--- src/rtl/controlador_es_pkg.sv ---
// Shared types and seven-segment helpers for the IN/OUT controller.
package io_pkg;

   typedef enum logic [2:0] {
      OCIOSO,
      ESPERA_PRESS,
      CONVERTE,
      ESPERA_SOLTA,
      ESPERA_TICK
   } estado_t;

   // Active-low segment patterns, bit 0 = a ... bit 6 = g
   localparam logic [6:0] SEG_MENOS   = 7'h3F;
   localparam logic [6:0] SEG_E       = 7'h06;
   localparam logic [6:0] SEG_APAGADO = 7'h7F;

   function automatic logic [6:0] bcd_para_seg(input logic [3:0] d);
      case (d)
         4'd0:    return 7'h40;
         4'd1:    return 7'h79;
         4'd2:    return 7'h24;
         4'd3:    return 7'h30;
         4'd4:    return 7'h19;
         4'd5:    return 7'h12;
         4'd6:    return 7'h02;
         4'd7:    return 7'h78;
         4'd8:    return 7'h00;
         4'd9:    return 7'h10;
         default: return SEG_APAGADO;
      endcase
   endfunction

   function automatic logic [63:0] pot10(input int n);
      logic [63:0] r;
      r = 64'd1;
      for (int i = 0; i < n; i++) r = r * 64'd10;
      return r;
   endfunction

endpackage

--- src/rtl/controlador_es_if.sv ---
// Handshake and board-pin bundle between control unit, board and controller.
interface controlador_es_if #(
   parameter int DATA_WIDTH = 32,
   parameter int SW_WIDTH   = 8,
   parameter int N_DIGITS   = 4
);
   logic                    req_in;
   logic                    req_out;
   logic                    tick_cpu;
   logic [DATA_WIDTH-1:0]   dado_out;
   logic [SW_WIDTH-1:0]     switches;
   logic                    botao;
   logic                    congela;
   logic [DATA_WIDTH-1:0]   dado_in;
   logic                    in_valido;
   logic                    ocupado;
   logic [7*N_DIGITS-1:0]   segmentos;

   modport master (
      output req_in, req_out, tick_cpu, dado_out, switches, botao,
      input  congela, dado_in, in_valido, ocupado, segmentos
   );

   modport slave (
      input  req_in, req_out, tick_cpu, dado_out, switches, botao,
      output congela, dado_in, in_valido, ocupado, segmentos
   );
endinterface

--- src/rtl/controlador_es_debounce.sv ---
// Confirm-button synchroniser and debouncer; button is active-low, level is 1 when pressed.
module debounce_botao #(
   parameter int DEBOUNCE_CYCLES = 500000
) (
   input  logic clock_fpga,
   input  logic reset,
   input  logic botao,
   output logic level,
   output logic press,
   output logic solta
);
   localparam int CW = (DEBOUNCE_CYCLES > 1) ? $clog2(DEBOUNCE_CYCLES) : 1;
   localparam logic [CW-1:0] CARGA = CW'(DEBOUNCE_CYCLES - 1);

   logic          s1, s2;
   logic          amostra;
   logic [CW-1:0] cont;

   assign amostra = ~s2;

   // Down-counter reloads on every sample that agrees with the accepted level
   always_ff @(posedge clock_fpga or posedge reset) begin
      if (reset) begin
         s1    <= 1'b1;
         s2    <= 1'b1;
         cont  <= CARGA;
         level <= 1'b0;
         press <= 1'b0;
         solta <= 1'b0;
      end else begin
         s1    <= botao;
         s2    <= s1;
         press <= 1'b0;
         solta <= 1'b0;
         if (amostra == level) begin
            cont <= CARGA;
         end else if (cont == '0) begin
            level <= amostra;
            press <= amostra;
            solta <= ~amostra;
            cont  <= CARGA;
         end else begin
            cont <= cont - 1'b1;
         end
      end
   end
endmodule

--- src/rtl/controlador_es.sv ---
// IN/OUT controller: freezes the CPU clock, captures switches on a debounced press and
// converts the value to N seven-segment digits by sequential double-dabble.
//   state        | meaning
//   OCIOSO       | idle, waiting for req_in / req_out
//   ESPERA_PRESS | clock frozen, waiting for a debounced press
//   CONVERTE     | DATA_WIDTH double-dabble shift cycles
//   ESPERA_SOLTA | waiting for the button to be released
//   ESPERA_TICK  | waiting for the CPU clock edge that ends the instruction
module controlador_es
   import io_pkg::*;
#(
   parameter int DATA_WIDTH      = 32,
   parameter int SW_WIDTH        = 8,
   parameter int N_DIGITS        = 4,
   parameter int DEBOUNCE_CYCLES = 500000,
   parameter int MODO_SINAL      = 1
) (
   input logic              clock_fpga,
   input logic              reset,
   controlador_es_if.slave  bus
);
   localparam int BW  = 4 * N_DIGITS;
   localparam int CCW = (DATA_WIDTH > 1) ? $clog2(DATA_WIDTH) : 1;
   localparam logic [63:0] LIM_POS = pot10(N_DIGITS) - 64'd1;
   localparam logic [63:0] LIM_NEG = pot10(N_DIGITS - 1) - 64'd1;

   estado_t estado, estado_prox;
   logic                  eh_in;
   logic                  press, solta, nivel;
   logic                  carrega_in, carrega_out, fim_conv, valida;
   logic [SW_WIDTH-1:0]   sw_amostra;
   logic [DATA_WIDTH-1:0] valor_carga, mag_carga, fonte, dado_in_r;
   logic                  neg_carga, exc_carga, negativo, excede, in_valido_r;
   logic [BW-1:0]         bcd, bcd_aj, bcd_prox;
   logic [CCW-1:0]        ciclos;
   logic [7*N_DIGITS-1:0] seg_prox, seg_r;

   debounce_botao #(.DEBOUNCE_CYCLES(DEBOUNCE_CYCLES)) u_debounce (
      .clock_fpga (clock_fpga),
      .reset      (reset),
      .botao      (bus.botao),
      .level      (nivel),
      .press      (press),
      .solta      (solta)
   );

   always_ff @(posedge clock_fpga or posedge reset) begin
      if (reset) estado <= OCIOSO;
      else       estado <= estado_prox;
   end

   always_comb begin
      estado_prox = estado;
      carrega_in  = 1'b0;
      carrega_out = 1'b0;
      fim_conv    = 1'b0;
      valida      = 1'b0;
      case (estado)
         OCIOSO: begin
            if (bus.req_in) begin
               estado_prox = ESPERA_PRESS;
            end else if (bus.req_out) begin
               carrega_out = 1'b1;
               estado_prox = CONVERTE;
            end
         end
         ESPERA_PRESS: begin
            if (press) begin
               carrega_in  = eh_in;
               estado_prox = eh_in ? CONVERTE : ESPERA_SOLTA;
            end
         end
         CONVERTE: begin
            if (ciclos == '0) begin
               fim_conv    = 1'b1;
               estado_prox = eh_in ? ESPERA_SOLTA : ESPERA_PRESS;
            end
         end
         ESPERA_SOLTA: begin
            // Level check also covers a release that happened while converting
            if (solta || !nivel) begin
               valida      = eh_in;
               estado_prox = ESPERA_TICK;
            end
         end
         ESPERA_TICK: begin
            if (bus.tick_cpu) estado_prox = OCIOSO;
         end
         default: estado_prox = OCIOSO;
      endcase
   end

   assign sw_amostra  = bus.switches;
   assign valor_carga = carrega_in ? DATA_WIDTH'(sw_amostra) : bus.dado_out;
   assign neg_carga   = (MODO_SINAL != 0) && valor_carga[DATA_WIDTH-1];
   assign mag_carga   = neg_carga ? (~valor_carga + DATA_WIDTH'(1)) : valor_carga;
   assign exc_carga   = neg_carga ? (64'(mag_carga) > LIM_NEG) : (64'(mag_carga) > LIM_POS);

   always_comb begin
      bcd_aj = bcd;
      for (int k = 0; k < N_DIGITS; k++) begin
         if (bcd[4*k +: 4] >= 4'd5) bcd_aj[4*k +: 4] = bcd[4*k +: 4] + 4'd3;
      end
      bcd_prox = {bcd_aj[BW-2:0], fonte[DATA_WIDTH-1]};
   end

   always_comb begin
      seg_prox = '1;
      for (int k = 0; k < N_DIGITS; k++) seg_prox[7*k +: 7] = bcd_para_seg(bcd_prox[4*k +: 4]);
      if (excede) begin
         seg_prox = '1;
         seg_prox[7*(N_DIGITS-1) +: 7] = SEG_E;
      end else if (negativo) begin
         seg_prox[7*(N_DIGITS-1) +: 7] = SEG_MENOS;
      end
   end

   always_ff @(posedge clock_fpga or posedge reset) begin
      if (reset) begin
         eh_in       <= 1'b0;
         dado_in_r   <= '0;
         in_valido_r <= 1'b0;
         fonte       <= '0;
         bcd         <= '0;
         negativo    <= 1'b0;
         excede      <= 1'b0;
         ciclos      <= '0;
         seg_r       <= '1;
      end else begin
         in_valido_r <= valida;
         if (estado == OCIOSO) eh_in <= bus.req_in;
         if (carrega_in) dado_in_r <= DATA_WIDTH'(sw_amostra);
         if (carrega_in || carrega_out) begin
            fonte    <= mag_carga;
            negativo <= neg_carga;
            excede   <= exc_carga;
            bcd      <= '0;
            ciclos   <= CCW'(DATA_WIDTH - 1);
         end else if (estado == CONVERTE) begin
            fonte  <= fonte << 1;
            bcd    <= bcd_prox;
            ciclos <= ciclos - 1'b1;
            if (fim_conv) seg_r <= seg_prox;
         end
      end
   end

   assign bus.congela   = (estado == ESPERA_PRESS) || (estado == CONVERTE) || (estado == ESPERA_SOLTA);
   assign bus.ocupado   = (estado != OCIOSO);
   assign bus.dado_in   = dado_in_r;
   assign bus.in_valido = in_valido_r;
   assign bus.segmentos = seg_r;
endmodule

--- src/flat_wrapper.sv ---
// flat-port wrapper written by rule: the top's interface ports become plain ports
module controlador_es_flat import io_pkg::*;
#(
   parameter int DATA_WIDTH      = 32,
   parameter int SW_WIDTH        = 8,
   parameter int N_DIGITS        = 4,
   parameter int DEBOUNCE_CYCLES = 500000,
   parameter int MODO_SINAL      = 1
)
  (clock_fpga, reset, bus_req_in, bus_req_out, bus_tick_cpu, bus_dado_out, bus_switches, bus_botao, bus_congela, bus_dado_in, bus_in_valido, bus_ocupado, bus_segmentos);
  controlador_es_if #(.DATA_WIDTH(DATA_WIDTH), .SW_WIDTH(SW_WIDTH), .N_DIGITS(N_DIGITS)) bus_i ();
  input logic clock_fpga;
  input logic reset;
  input wire logic [$bits(bus_i.req_in)-1:0] bus_req_in;
  input wire logic [$bits(bus_i.req_out)-1:0] bus_req_out;
  input wire logic [$bits(bus_i.tick_cpu)-1:0] bus_tick_cpu;
  input wire logic [$bits(bus_i.dado_out)-1:0] bus_dado_out;
  input wire logic [$bits(bus_i.switches)-1:0] bus_switches;
  input wire logic [$bits(bus_i.botao)-1:0] bus_botao;
  output wire logic [$bits(bus_i.congela)-1:0] bus_congela;
  output wire logic [$bits(bus_i.dado_in)-1:0] bus_dado_in;
  output wire logic [$bits(bus_i.in_valido)-1:0] bus_in_valido;
  output wire logic [$bits(bus_i.ocupado)-1:0] bus_ocupado;
  output wire logic [$bits(bus_i.segmentos)-1:0] bus_segmentos;
  assign bus_i.req_in = bus_req_in;
  assign bus_i.req_out = bus_req_out;
  assign bus_i.tick_cpu = bus_tick_cpu;
  assign bus_i.dado_out = bus_dado_out;
  assign bus_i.switches = bus_switches;
  assign bus_i.botao = bus_botao;
  assign bus_congela = bus_i.congela;
  assign bus_dado_in = bus_i.dado_in;
  assign bus_in_valido = bus_i.in_valido;
  assign bus_ocupado = bus_i.ocupado;
  assign bus_segmentos = bus_i.segmentos;
  controlador_es #(.DATA_WIDTH(DATA_WIDTH), .SW_WIDTH(SW_WIDTH), .N_DIGITS(N_DIGITS), .DEBOUNCE_CYCLES(DEBOUNCE_CYCLES), .MODO_SINAL(MODO_SINAL)) u_core (.clock_fpga(clock_fpga), .reset(reset), .bus(bus_i));
endmodule
--- config.mk ---
export PLATFORM = sky130hd
export DESIGN_NAME = controlador_es_flat
export DESIGN_NICKNAME = d
export VERILOG_FILES = /design/src/rtl/controlador_es_pkg.sv /design/src/rtl/controlador_es_if.sv /design/src/rtl/controlador_es_debounce.sv /design/src/rtl/controlador_es.sv /design/src/flat_wrapper.sv
export SDC_FILE = /design/constraint.sdc
export NUM_CORES = 1
export LEC_CHECK = 0
export BUFFER_PORTS_ARGS = -buffer_cell sky130_fd_sc_hd__buf_4
export CORE_UTILIZATION = 44
export CTS_BUF_LIST = sky130_fd_sc_hd__clkbuf_4
export DETAILED_ROUTE_END_ITERATION = 16
export PLACE_DENSITY = 0.66
export SYNTH_ARGS = -nofsm -noshare
export SYNTH_HDL_FRONTEND = slang
export SYNTH_HIERARCHICAL = 1
export SYNTH_SLANG_ARGS = --single-unit
--- constraint.sdc ---
create_clock -name clock_fpga -period 11.3 [get_ports clock_fpga]
set_input_delay 0.565 -clock clock_fpga [delete_from_list [all_inputs] [get_ports clock_fpga]]
set_output_delay 0.565 -clock clock_fpga [all_outputs]
set_load 0.01 [all_outputs]
==> results.txt, run 1 <==
- Data on the critical path arrives at its endpoint at 4620 ps.
* Rel. slew slack: 27.7%
- Crit Reg-Reg Startpoint: u_core/estado[0]
* Primary flip-flop cell chosen by synthesis mapping: sky130_fd_sc_hd__dfrtp_1
- Number of standard cells after synthesis: 902
- Adding up every negative setup slack in the final design gives 0 ps.
- Unrepaired setup endpoints after global routing: false
* Netlist area before placement: 7800 sq um
- Fraction of layout cells with a size suffix above 1: 19.6%
- The count of nets left with antenna violations once routing finished came out at 0.
* Largest net degree at the start of global routing: 51
- Type of origin of the critical path: register
- Number of enable flip-flop cells after synthesis: 0
* Post-layout net count: around 1000
* Worst setup EP type: register
* Biggest area consumer among synthesized cells: sky130_fd_sc_hd__dfrtp_1
- In this run the static leakage power is 3.72 nW.
* Die width: 135 um
* GR met2 Demand/Resource: 32.7%
- On the critical path, the stage with the largest delay is an instance of sky130_fd_sc_hd__dfrtp_1.
- met2 is the most crowded layer.
- Global Route met1 Usage: 31.4%
- Number of clock sinks: 120
- In this design, the stage delay of the slowest critical-path cell is a little over 600 ps.
- In the routed design, unresolved DRC markers number 0.
- GR Util met3: 3.74%
- For this run, asynchronously set or reset flops after synthesis account for 100%.
* Post-CTS Setup Inserts: 0
- Routed vias/inst: 5.65
- Clock slew at reported path FFs: 110 ps
* Top achievable clock speed: 238 MHz
- For this run, the number of Yosys warnings is 6.
* Launch point of the critical path: u_core/estado[0]
* Global-route wire length before repair: 31000 um
* Placement Rows: 48
* Class of the most critical hold timing path: in -> async
- Post-place instance area: between 8000 and 9000 sq um
* Wirelength, routed: 19200 um
* Height of the die: 135 um
* Top post-synthesis cells by count: 100 x sky130_fd_sc_hd__nand2_1, 91 x sky130_fd_sc_hd__nor2_1, 79 x sky130_fd_sc_hd__dfrtp_1
* Required @ worst endpoint: 11720 ps
- PwrDens: 178 nW/um^2
- Overflow after GRT: 0
* Avg WL per Cell: 16.0 um
* Number of storage elements in the synthesis netlist: 120
- Internal power comes to 892 uW.
- Detailed placement finished with a half-perimeter wire length of ~14000 um.
- Post-CTS resize count: 0
- Counting along the longest clock path gives a buffer depth of 2.
* Switching fraction of total power: 42.7%
- The initial utilization of the core area, before any placement, comes to 45.1%.
* Port-buffer cells: 84
- Tcrit/Tclk final: around 37%
- In the post-synthesis netlist, the cell with the most instances is sky130_fd_sc_hd__nand2_1.
- Sw power: 663 uW
- Final Hold Viols: 0
- Type of the worst setup path: reg -> reg
- Sequential cells burn a little under two fifths of the power.
* Num ports: approximately 110
- Post-synth cell types: 77
- GRT Resource Usage Total: 21.6%
- Root Buffer: sky130_fd_sc_hd__clkbuf_4
- The number of global-route vias before repair is 6062.
* Skew-Pair Late Insertion Delay: roughly 520 ps
- For this block, the initial DRC count from the detailed router was 448.
- At the pin with the least slew margin, the transition time is 1080 ps.
- The signal on the critical path passes through nor2b_1 > nand2_1 > a21boi_0 > ha_1 > nand2b_1 > or3_1 > or3_1 > a211oi_1 > nand4_1 > a211oi_1 > and4_1 > o22ai_1.
- Area of the core region: 17300 sq um
- TritonCTS built the clock tree.
- Cells taking the most area after synthesis: sky130_fd_sc_hd__dfrtp_1 25%, sky130_fd_sc_hd__dfstp_2 14%, sky130_fd_sc_hd__ha_1 5.3%
- Between clock sinks in the finished design, the worst skew comes to 13.2 ps.
- In this design, the largest share of critical-path delay is due to simple AND/OR/NAND/NOR gates.
- Min Tclk post-route: 4200 ps
- The synthesized design devotes to its leading area cell type 25.3% of total area.
- Count of final max-slew check failures: 0
- Setup violations remaining at the end of the flow were counted as 0.
- Number of buffers added by the clock tree synthesis step: 17
- Final non-filler cell area: 8720 sq um
- Clock group share of total power: 17.9%
* Sequential fraction of the synthesis area: 39.2%
- The congestion estimate from routability-driven global placement came to 0.932.
- # hold bufs at CTS: 0
- Across the run, the number of max-cap violations was 0.
* Worst IR Drop VDD: between 0.09 and 0.1 mV
* Critical-path maximum fanout: 15
- The share of total power dissipated in combinational logic is 44.1%.
- The die covers 18300 sq um.
- Number of vias after detailed routing: 6775
- The flow ran to the end, and the final reports show no timing, DRC or antenna violations.
- The pre-antenna-repair detailed-routing pass consisted of 5 iterations.
* Avg Synthesized Cell Area: 8.65 sq um
- In this run the number of H-tree levels came out at 4.
- Area growth from synthesis to layout: 11.8%
* Initial antenna violation count: 1
- Together, buffers and inverters on the worst path number 0.
cell families after synthesis:
family	after synthesis	synth area share, %
XOR/XNOR	42	4.72
other	1	0.0481
flip-flops	120	39.2
multiplexers	15	2.04
adder cells (fa/ha/maj)	33	5.29
AO/OA/AOI/OAI	233	19.8
AND/OR/NAND/NOR	353	22.5
buffers and inverters	105	6.43
cell type report:
| type | count | area, sq um |
|---|---|---|
| sequential | 120 | 3050 |
| inverter | 32 | 123 |
| tap | 225 | 282 |
| fill | 1694 | 8580 |
| multi-input combinational | 700 | 4340 |
| timing repair buffer | 90 | 676 |
| clock inverter | 14 | 109 |
| clock buffer | 18 | 135 |
| antenna | 1 | 2.50 |
power by group through the flow:
stage               sequential (mW)  combinational [mW]  clock (mW)
floorplan                     0.570               0.552           0
global placement              0.596               0.670           0
detailed placement            0.596               0.682           0
CTS                           0.589               0.687       0.292
global route                  0.604               0.785       0.309
finish                        0.591               0.686       0.278
cell usage in the layout, fill, tap and decap left out, types with 31 or more instances in the layout:
cell type,netlist,routed
sky130_fd_sc_hd__a21oi_1,52,52
sky130_fd_sc_hd__dfstp_2,41,41
sky130_fd_sc_hd__ha_1,33,33
sky130_fd_sc_hd__buf_4,24,90
sky130_fd_sc_hd__nor2_1,91,88
sky130_fd_sc_hd__nand2_1,100,100
sky130_fd_sc_hd__o21ai_0,63,63
sky130_fd_sc_hd__dfrtp_1,79,79
sky130_fd_sc_hd__xnor2_1,31,31
sky130_fd_sc_hd__inv_1,32,31
sky130_fd_sc_hd__nand3_1,33,33
registers in the layout, indices dropped and copies added, names as in the netlist:
name / flops
u_core/u_debounce/s2: 1
u_core/bus.segmentos: 28
u_core/negativo: 1
u_core/fonte: 32
u_core/u_debounce/cont: 19
u_core/bus.dado_in: 8
u_core/u_debounce/solta: 1
u_core/bcd: 16
u_core/bus.in_valido: 1
u_core/estado: 3
u_core/u_debounce/press: 1
u_core/excede: 1
u_core/u_debounce/level: 1
u_core/ciclos: 5
u_core/eh_in: 1
u_core/u_debounce/s1: 1
path summary, 6_finish.rpt:
check	endpoint	slack, ps	cells after the start
min	u_core/fonte[26]	130	2
min reg2reg	u_core/u_debounce/s2	360	0
max in group asynchronous	u_core/bcd[4]	10080	3
max	u_core/excede	7100	12
min in group clock_fpga	u_core/u_debounce/s1	140	1
max reg2reg	u_core/excede	7100	12
metrics by stage:
step	utilization, %	power [mW]	setup slack, ps	hold slack (ps)	std cells
3_5_place_dp	49.0	1.28	7230	349	1167
2_1_floorplan	-	1.12	7540	345	925
3_3_place_gp	49.0	1.27	7440	347	1167
5_1_grt	50.4	1.70	6900	78.7	1200
4_1_cts	50.4	1.57	7200	87.0	1199
6_report	50.4	1.56	7100	128	1200
metal layers:
| layer | wire length (um) | vias up |
|---|---|---|
| met5 | 0 | - |
| met1 | 9250 | 3229 |
| met4 | 189 | 0 |
| li1 | - | 3320 |
| met2 | 8640 | 209 |
| met3 | 1110 | 17 |
(Power assumes the default switching activity.)
==> run 2: changes to the inputs <==
--- a/config.mk
+++ b/config.mk
@@ -9,7 +9,7 @@
 export CORE_UTILIZATION = 44
 export CTS_BUF_LIST = sky130_fd_sc_hd__clkbuf_4
 export DETAILED_ROUTE_END_ITERATION = 16
-export PLACE_DENSITY = 0.66
+export PLACE_DENSITY = 0.68
 export SYNTH_ARGS = -nofsm -noshare
 export SYNTH_HDL_FRONTEND = slang
 export SYNTH_HIERARCHICAL = 1
==> constraint.sdc (replaced) <==
create_clock -name clock_fpga -period 3.5 [get_ports clock_fpga]
set_input_delay 0.175 -clock clock_fpga [delete_from_list [all_inputs] [get_ports clock_fpga]]
set_output_delay 0.175 -clock clock_fpga [all_outputs]
set_load 0.01 [all_outputs]
==> results.txt, run 2 (same netlist as run 1, synthesis figures left out) <==
- The clock transition at the registers of the reported paths came to 100 ps (about the same).
* Avg WL per Cell: 16.1 um (+0.85%)
- The relative slew slack is 27.2% (-0.56 points).
- Number of levels the H-tree was split into: 4 (unchanged)
- The total I/O pin count came to 109 (unchanged).
- Skew-Pair Late Insertion Delay: 520 ps (about the same)
* Critical-path maximum fanout: 7 (-8)
- Required @ worst endpoint: 3890 ps (-7830 ps)
* Root Buffer: sky130_fd_sc_hd__clkbuf_4
* Amount of wire on met2 after detailed routing: 8950 um (+3.5%)
- Max-cap violations: 0 (unchanged)
* Die width: 135 um (unchanged)
- The relative contribution of sequential cells to total power is 35.7% (-2.3 points).
- The via density per instance came to 5.65 (about the same).
- Final standard cell count with taps included and fillers excluded: 1227 (+2.3%)
* Initial antenna violation count: 1 (unchanged)
- STA classifies the critical path endpoint as a register.
- The maximum frequency from static timing analysis is 303 MHz (+27%).
* Fraction of layout cells with a size suffix above 1: 20.6% (+0.97 points)
* Cell depth of the worst hold path: 3
- Clock group share of total power: 20.7% (+2.8 points)
* Leakage power: 3.88 nW (+4.5%)
* Unrepaired setup endpoints after global routing: false
- The total CTS buffers came to 17 (unchanged).
- The remaining antenna violation count after routing came to 0 (unchanged).
- TritonCTS clock tree: done
- The maximum buffer depth of the clock tree was 2 (unchanged).
* Slew at the pin closest to its max-slew limit: 1090 ps (+8.39 ps)
* Class of the most critical hold timing path: in -> reg
- The area taken by flip-flops and latches came to 3050 sq um (unchanged).
- Leaving out fill and tap cells, the most frequent cell in the layout is sky130_fd_sc_hd__buf_4.
* Wirelength, routed: 19800 um (+3.1%)
- Power share of the combinational group: 43.7% (-0.4 points)
- Reg2reg path depth: 12 (unchanged)
* Switching fraction of total power: 40.0% (-2.6 points)
- The pin count of the biggest net entering global routing was 51 (unchanged).
* Area growth from synthesis to layout: 15.9%
- Total area of multi-input combinational cells: 4350 sq um (+0.37%)
- Worst IR Drop VDD: 0.339 mV (+260%)
- The remaining routing DRC violations is 0 (unchanged).
* Type of the worst setup path: reg -> reg
- The flow ran to the end, and the final reports show no timing, DRC or antenna violations.
* Number of search-and-repair iterations in the first detailed-routing pass: 6 (+1)
- GRT Resource Usage Total: 22.2% (+0.64 points)
- The share of the clock period used by the worst path after layout came to 94.3% (+57 points).
- The post-route setup TNS was 0 ps (unchanged).
- Wire length on met1: 9330 um (+0.91%)
- The initial core utilization was 45.1% (unchanged).
* Count of final max-slew check failures: 0 (unchanged)
* Number of vias after detailed routing: 6927 (+2.2%)
- Endpoint arrival time on the critical path: 3690 ps (-930 ps)
- The switching component of the power is 2.11 mW (+220%).
* RePlAce Congestion: 0.940 (+0.82%)
* Design internal power: 3.17 mW (+260%)
- The detailed router used layers up to and including met4.
- The flip-flop count of the largest register after layout came to 32 (unchanged).
* Worst reg-to-reg setup slack: 200 ps (-6900 ps)
* PwrDens: 585 nW/um^2 (+230%)
* Filler instances: 1695 (+0.059%)
- Port-buffer cells: 84 (unchanged)
* Post-CTS Setup Inserts: 0 (unchanged)
* Vias in the first global route: 6362 (+4.9%)
* Height of the die: 135 um (unchanged)
* Type of origin of the critical path: register
- The HPWL after detailed placement was 14100 um (+4.0%).
* Sum of internal, switching and leakage power: 5.28 mW (+240%)
- The floorplan die area is 18300 sq um (unchanged).
* Largest register by flop count: u_core/fonte
- Number of setup violations in the final report: 0 (unchanged)
* Final Hold Viols: 0 (unchanged)
- Wire length on met3: 1310 um (+18%)
- The remaining global-route overflow came to 0 (unchanged).
- In the layout the commonest cells are 103 x sky130_fd_sc_hd__buf_4, 100 x sky130_fd_sc_hd__nand2_1, 88 x sky130_fd_sc_hd__nor2_1, 79 x sky130_fd_sc_hd__dfrtp_1, 63 x sky130_fd_sc_hd__o21ai_0.
- Post-layout net count: 1067 (+2.6%)
- The number of cells in the design after placement came to 1180 (+1.1%).
- Min Tclk post-route: 3300 ps (-903 ps)
- Final clock skew: 14.8 ps (+1.60 ps)
- The first-pass GRT wire length is 31900 um (+2.9%).
* DRC marker count from the first detailed-route iteration: 500 (+12%)
- Placement Rows: 48 (unchanged)
* Number of clock sinks: 120 (unchanged)
- Area of the core region: 17300 sq um (unchanged)
[run 2: cell count changes in the layout (fill, tap and decap cells not counted), moves of 3 or more]
cell                            before  now
sky130_fd_sc_hd__buf_4              90  103
sky130_fd_sc_hd__bufinv_16           1    4
sky130_fd_sc_hd__dlygate4sd3_1       0   14
sky130_fd_sc_hd__clkinvlp_4          5    1
[run 2: metrics by stage]
step	util (%)	worst slack (ps)	hold slack (ps)	area [sq um]
floorplan	-	15.4	179	7890
global placement	49.6	282	283	8570
detailed placement	49.6	93.3	284	8570
CTS	52.1	13.3	0.0602	9020
global route	52.2	48.6	32.6	9030
finish	52.2	200	60.7	9030
[run 2: final timing paths]
kind | startpoint | to
max | u_core/estado[2] | u_core/excede
min | bus_dado_out[21] | u_core/fonte[21]
max reg2reg | u_core/estado[2] | u_core/excede
min reg2reg | u_core/u_debounce/s1 | u_core/u_debounce/s2
max in group asynchronous | reset | u_core/bus.segmentos[6]
min in group asynchronous | reset | u_core/bcd[5]
[run 2: repair_timing]
action / CTS / global route
endpoints found under the setup margin: 0 / 1
hold endpoints to repair: 56 / 0
hold buffers: 14 / 0
resized for setup: 0 / 4
[run 2: critical path, cell delays in order, from the launching register on]
cell and delay [ps]:
sky130_fd_sc_hd__dfrtp_1 440, sky130_fd_sc_hd__and3b_1 260, sky130_fd_sc_hd__nand2_1 120, sky130_fd_sc_hd__a21boi_1 250, sky130_fd_sc_hd__ha_2 290, sky130_fd_sc_hd__nand2b_1 120, sky130_fd_sc_hd__or3_4 380, sky130_fd_sc_hd__or3_1 380
sky130_fd_sc_hd__a211oi_2 270, sky130_fd_sc_hd__nand4_1 130, sky130_fd_sc_hd__a211oi_1 240, sky130_fd_sc_hd__and4_1 230, sky130_fd_sc_hd__o22ai_1 70
[run 2: area by class of cell]
cell class	instances	area share [%]
Clock inverter	12	1.74
Inverter	32	1.36
Antenna cell	1	0.0277
Sequential cell	120	33.8
Timing Repair Buffer	117	10.1
Tap cell	225	3.12
Multi-Input combinational cell	700	48.2
Clock buffer	20	1.66
[run 2: routing by layer]
metal,GRT usage (%),vias to the layer above
met5,0,-
met1,31.4,3288
li1,-,3377
met4,6.62,0
met2,33.7,248
met3,5.01,14
[run 2: power groups by stage]
stage	clock network [mW]	logic (mW)	registers, mW
finish	1.09	2.31	1.88
global route	1.19	2.62	1.92
CTS	1.13	2.31	1.88
detailed placement	0	2.30	1.90
global placement	0	2.25	1.89
floorplan	0	1.78	1.84
